$ cat config.mk
export PLATFORM = sky130hd
export DESIGN_NAME = pipe_stage_buf
export DESIGN_NICKNAME = d
export VERILOG_FILES = /design/src/rtl/pipe_stage_buf_pkg.sv /design/src/rtl/pipe_stage_buf_bundle_reg.sv /design/src/rtl/pipe_stage_buf.sv
export SDC_FILE = /design/constraint.sdc
export NUM_CORES = 1
export LEC_CHECK = 0
export CAP_MARGIN = 20
export CORE_MARGIN = 8
export CORE_UTILIZATION = 29
export DETAILED_ROUTE_END_ITERATION = 8
export GPL_ROUTABILITY_DRIVEN = 0
export HOLD_SLACK_MARGIN = 0.05
export PLACE_DENSITY = 0.64
export RECOVER_POWER = 50
export SYNTH_ARGS = -nofsm -noshare
export SYNTH_HDL_FRONTEND = slang
export SYNTH_SLANG_ARGS = --single-unit
$ cat constraint.sdc
create_clock -name clk -period 1.9 [get_ports clk]
set_input_delay 0.285 -clock clk [delete_from_list [all_inputs] [get_ports clk]]
set_output_delay 0.285 -clock clk [all_outputs]
set_load 0.05 [all_outputs]
$ cat src/rtl/pipe_stage_buf_pkg.sv
// Shared occupancy-state encoding and default widths for every pipe_stage_buf instance.
package pipe_stage_buf_pkg;

  localparam int unsigned PIPE_LANES_DEF  = 2;
  localparam int unsigned PIPE_DATA_W_DEF = 160;

  // Encoding doubles as the occupancy count.
  typedef enum logic [1:0] {
    PIPE_ST_EMPTY = 2'd0,
    PIPE_ST_ONE   = 2'd1,
    PIPE_ST_TWO   = 2'd2
  } pipe_st_e;

endpackage

$ cat src/rtl/pipe_stage_buf_bundle_reg.sv
// LANES x DATA_W bundle register with load enable and sync clear; invalid lanes load as all-zero NOPs.
module pipe_bundle_reg
  import pipe_stage_buf_pkg::*;
#(
  parameter int unsigned LANES  = PIPE_LANES_DEF,
  parameter int unsigned DATA_W = PIPE_DATA_W_DEF
) (
  input  logic                      clk,
  input  logic                      rst_n,
  input  logic                      i_clr,
  input  logic                      i_load,
  input  logic [LANES-1:0]          i_valid,
  input  logic [LANES*DATA_W-1:0]   i_data,
  output logic [LANES-1:0]          o_valid,
  output logic [LANES*DATA_W-1:0]   o_data
);

  logic [LANES-1:0]        r_valid;
  logic [LANES*DATA_W-1:0] r_data;
  logic [LANES*DATA_W-1:0] w_fill;

  always_comb begin
    w_fill = '0;
    for (int unsigned i = 0; i < LANES; i++) begin
      if (i_valid[i]) w_fill[i*DATA_W +: DATA_W] = i_data[i*DATA_W +: DATA_W];
    end
  end

  always_ff @(posedge clk or negedge rst_n) begin
    if (!rst_n) begin
      r_valid <= '0;
      r_data  <= '0;
    end else if (i_clr) begin
      r_valid <= '0;
      r_data  <= '0;
    end else if (i_load) begin
      r_valid <= i_valid;
      r_data  <= w_fill;
    end
  end

  assign o_valid = r_valid;
  assign o_data  = r_data;

endmodule

$ cat src/rtl/pipe_stage_buf.sv
// Two-entry skid-buffered pipeline stage register carrying a LANES-wide issue bundle.
module pipe_stage_buf
  import pipe_stage_buf_pkg::*;
#(
  parameter int unsigned LANES  = PIPE_LANES_DEF,
  parameter int unsigned DATA_W = PIPE_DATA_W_DEF
) (
  input  logic                      clk,
  input  logic                      rst,
  input  logic                      flush,
  input  logic [LANES-1:0]          up_valid,
  input  logic [LANES*DATA_W-1:0]   up_data,
  output logic                      up_ready,
  output logic [LANES-1:0]          down_valid,
  output logic [LANES*DATA_W-1:0]   down_data,
  input  logic                      down_ready,
  output logic [1:0]                occupancy
);

  pipe_st_e r_state;
  pipe_st_e w_state_nxt;
  logic     r_up_ready;

  logic w_up_fire;
  logic w_down_fire;
  logic w_main_clr;
  logic w_main_load;
  logic w_main_from_skid;
  logic w_skid_clr;
  logic w_skid_load;

  logic [LANES-1:0]        w_skid_valid;
  logic [LANES*DATA_W-1:0] w_skid_data;
  logic [LANES-1:0]        w_main_valid_in;
  logic [LANES*DATA_W-1:0] w_main_data_in;

  assign w_up_fire   = r_up_ready & (|up_valid) & ~flush;
  assign w_down_fire = down_ready & (|down_valid);

  // up_ready is registered from the next state, so it never depends on down_ready combinationally.
  always_ff @(posedge clk or negedge rst) begin
    if (!rst) begin
      r_state    <= PIPE_ST_EMPTY;
      r_up_ready <= 1'b0;
    end else begin
      r_state    <= w_state_nxt;
      r_up_ready <= (w_state_nxt != PIPE_ST_TWO);
    end
  end

  always_comb begin
    w_state_nxt = r_state;
    if (flush) begin
      w_state_nxt = PIPE_ST_EMPTY;
    end else begin
      case (r_state)
        PIPE_ST_EMPTY: if (w_up_fire) w_state_nxt = PIPE_ST_ONE;
        PIPE_ST_ONE: begin
          if (w_up_fire && !w_down_fire)      w_state_nxt = PIPE_ST_TWO;
          else if (!w_up_fire && w_down_fire) w_state_nxt = PIPE_ST_EMPTY;
        end
        PIPE_ST_TWO:   if (w_down_fire) w_state_nxt = PIPE_ST_ONE;
        default:       w_state_nxt = PIPE_ST_EMPTY;
      endcase
    end
  end

  always_comb begin
    w_main_clr       = flush;
    w_main_load      = 1'b0;
    w_main_from_skid = 1'b0;
    w_skid_clr       = flush;
    w_skid_load      = 1'b0;
    if (!flush) begin
      case (r_state)
        PIPE_ST_EMPTY: w_main_load = w_up_fire;
        PIPE_ST_ONE: begin
          if (w_up_fire && w_down_fire) w_main_load = 1'b1;
          else if (w_up_fire)           w_skid_load = 1'b1;
          else if (w_down_fire)         w_main_clr  = 1'b1;
        end
        PIPE_ST_TWO: begin
          if (w_down_fire) begin
            w_main_load      = 1'b1;
            w_main_from_skid = 1'b1;
            w_skid_clr       = 1'b1;
          end
        end
        default: ;
      endcase
    end
  end

  assign w_main_valid_in = w_main_from_skid ? w_skid_valid : up_valid;
  assign w_main_data_in  = w_main_from_skid ? w_skid_data  : up_data;

  pipe_bundle_reg #(.LANES(LANES), .DATA_W(DATA_W)) u_main (
    .clk     (clk),
    .rst_n   (rst),
    .i_clr   (w_main_clr),
    .i_load  (w_main_load),
    .i_valid (w_main_valid_in),
    .i_data  (w_main_data_in),
    .o_valid (down_valid),
    .o_data  (down_data)
  );

  pipe_bundle_reg #(.LANES(LANES), .DATA_W(DATA_W)) u_skid (
    .clk     (clk),
    .rst_n   (rst),
    .i_clr   (w_skid_clr),
    .i_load  (w_skid_load),
    .i_valid (up_valid),
    .i_data  (up_data),
    .o_valid (w_skid_valid),
    .o_data  (w_skid_data)
  );

  assign up_ready  = r_up_ready;
  assign occupancy = r_state;

endmodule
==> impl_metrics.env <==
export IMPL_status="complete, but fails checks"
export IMPL_violations="setup timing"
export IMPL_swShare_pct=30.93
export IMPL_dieArea_sq_um=97680
export IMPL_clock_latency_ns=0.61
export IMPL_cts_tree="yes"
export IMPL_wire_per_inst_um=23.07
export IMPL_layout_common_cells="dfrtp_1, clkdlybuf4s50_1, a221o_1"
export IMPL_worst_hold_path_type="in2reg"
export IMPL_comb_power_share_pct=21.3
export IMPL_max_clock_freq_mhz=471.0
export IMPL_slew_viol_final=0
export IMPL_synthTopCellsByArea="dfrtp_1, a221o_1, a22o_1"
export IMPL_die_h_um=312.5
export IMPL_cp_slowest_cell="a221o_1"
export IMPL_die_w_um=312.5
export IMPL_end_kind="flop"
export IMPL_setup_slack_ns=-0.2232
export IMPL_fin_crit_sh_pct=111.7
export IMPL_placed_area_sq_um=34050
export IMPL_start_util_pct=29.30
export IMPL_path_max_fanout=88
export IMPL_place_inst=3601
export IMPL_antenna_found_initial=12
export IMPL_yosysWarnings=0
export IMPL_syn_area_per_cell_sq_um=13.95
export IMPL_yosysTopAreaCell="dfrtp_1"
export IMPL_design_area_sq_um=36430
export IMPL_drive_above_1_share_pct=15.35
export IMPL_cts_sinks=647
export IMPL_skew_ns=0.03256
export IMPL_crit_chain="or3b_4 > o32ai_4 > a211oi_4 > clkbuf_16 > a221o_1"
export IMPL_grt_start_max_net_pins=93
export IMPL_syn_inst=1828
export IMPL_area_growth_pct=42.85
export IMPL_grt_pass1_vias=20820
export IMPL_p_leak_nw=17.63
export IMPL_ys_seq_elements=647
export IMPL_arrival_ns=2.61
export IMPL_htreeDepth=3
export IMPL_ys_types=28
export IMPL_irDropWorstVdd_mv=0.6316
export IMPL_drt_first_pass_iters=5
export IMPL_cts_buffers=75
export IMPL_min_period_ns=2.123
export IMPL_routed_via_density=5.162
export IMPL_p_sw_mw=12.04
export IMPL_synth_area_sq_um=25500
export IMPL_maxSlewHeadroom_pct=6.268
export IMPL_cts_root_buf="clkbuf_16"
export IMPL_grt_pass1_wl_mm=132.5
export IMPL_fillCellCount=8063
export IMPL_port_buffer_count=650
export IMPL_synth_top_area_share_pct=63.49
export IMPL_critPathMaxStageDelay_ns=0.47
export IMPL_io_pin_count=651
export IMPL_p_int_mw=26.89
export IMPL_drt_total_wl_mm=86.57
export IMPL_drtIter0Drc=1357
export IMPL_drc=0
export IMPL_grt_usage_pct=17.02
export IMPL_clock_path_buffers=3
export IMPL_p_clk_share_pct=38.2
export IMPL_overflow=0
export IMPL_stdcell_count=3753
export IMPL_rows=108
export IMPL_power_total_mw=38.93
export IMPL_hold_violations=0
export IMPL_final_setup_tns_ns=-32.39
export IMPL_setup_viol=336
export IMPL_clk_pin_slew_worst_paths_ns=0.06
export IMPL_coreArea_sq_um=87020
export IMPL_cap_violations=0
export IMPL_crit_path_start_kind="flop"
export IMPL_yosysSeqAreaShare_pct=63.49
export IMPL_rsz0062_at_grt="yes"
export IMPL_final_common_cell="dfrtp_1"
export IMPL_worst_slew_pin_transition_ns=1.406
export IMPL_hpwl_mm=61.46
export IMPL_critPathRequiredTime_ns=2.39
export IMPL_p_per_area_nw_per_um2=1069
export IMPL_ant_nets=0
export IMPL_vias=19370
export IMPL_utilization_pct=41.86
export IMPL_syn_nets=2154
export IMPL_final_nets=2854
export IMPL_seqPwrFrac_pct=40.5
export IMPL_criticalPathCategory="reg2reg"
## worst max-delay path: cells and delay by family (launching register included)
family	cells	cell delay [ns]
AND/OR/NAND/NOR	1	0.39
buffers and inverters	1	0.25
AO/OA/AOI/OAI	3	0.82
flip-flops	1	0.40
## final cells by class
class	instances	area (sq um)	area share, %
repair buffers	798	7772	21.34
clock buffers	104	2167	5.949
multi-input cells	1006	8404	23.07
flip-flops and latches	647	16200	44.46
clock inverters	32	412.9	1.134
diodes	11	27.53	0.07557
well taps	1155	1445	3.967
## through the flow
step	setup slack (ns)	hold WS (ns)
after floorplan	-0.1547	-0.01059
after global placement	-0.6387	0.2445
after detailed placement	-0.6258	0.2462
after CTS	-0.1528	0.1801
after global routing	-0.2250	0.2558
final	-0.2232	0.2948
## synthesized netlist by cell type
| master | n |
|---|---|
| nand4bb_1 | 2 |
| nand3_1 | 2 |
| nor2_1 | 10 |
| nor2_2 | 2 |
| o32ai_4 | 1 |
| o211ai_1 | 1 |
| nand2b_1 | 3 |
| a211o_1 | 2 |
| o21ai_0 | 3 |
| nand2_1 | 4 |
| o21a_1 | 1 |
| clkbuf_1 | 67 |
| a21oi_1 | 2 |
| a22o_1 | 320 |
| or2_2 | 3 |
| buf_6 | 31 |
| and2_1 | 318 |
| or3b_4 | 1 |
| a211oi_2 | 2 |
| dfrtp_1 | 647 |
| and2_0 | 1 |
| nor3_1 | 2 |
| a221o_1 | 321 |
| o21ai_4 | 1 |
| buf_2 | 77 |
| o22ai_1 | 2 |
| a21oi_2 | 1 |
| a211oi_1 | 1 |
## timing repair
action,CTS,global route
hold buffers,1,0
buffers inserted,3,0
setup endpoints to repair,857,645
pin swaps,28,26
hold endpoints to repair,403,0
resized for setup,241,5
gates cloned,1,0
## power by group through the flow
stage	Clock [mW]	Combinational (mW)	Sequential [mW]
finish	14.9	8.28	15.8
detailed placement	0	8.69	16.0
floorplan	0	2.27	18.4
global route	15.9	8.74	15.9
CTS	15.3	8.40	15.8
global placement	0	8.56	16.0
## cells by family (layout without fill, tap and decap cells)
logic type | Yosys count | count (layout) | share of synthesized area, %
other cells | 0 | 11 | 0
simple gates | 348 | 348 | 8.440
compound gates | 658 | 658 | 24.20
buf+inv | 175 | 934 | 3.867
flops | 647 | 647 | 63.49
## path summary, 6_finish.rpt
kind	slack (ns)	from	cells after the start	endpoint
hold reg to reg	0.48	u_skid.o_data[72]$_DFFE_PN0P_	1	u_main.o_data[72]$_DFFE_PN0P_
max in group asynchronous	0.15	rst	3	u_main.o_data[74]$_DFFE_PN0P_
hold / removal	0.29	up_data[223]	2	u_skid.o_data[223]$_DFFE_PN0P_
min in group asynchronous	0.55	rst	2	u_main.o_data[249]$_DFFE_PN0P_
setup / recovery	-0.22	occupancy[1]$_DFF_PN0_	5	u_main.o_data[219]$_DFFE_PN0P_
setup reg to reg	-0.22	occupancy[1]$_DFF_PN0_	5	u_main.o_data[219]$_DFFE_PN0P_
## metal layers
layer	global-route usage (%)	up-vias	wire (um)
li1	-	8533	-
met1	20.91	9991	35050
met2	28.77	708	42920
met3	4.917	137	6208
met4	5.438	4	2356
met5	0	-	33
## registers in the layout, indices dropped and copies added, names as in the netlist
name            cells
up_ready            1
u_main.o_valid      2
u_skid.o_data     320
u_main.o_data     320
occupancy           2
u_skid.o_valid      2
Note: power is estimated with default switching activity, not from simulation.
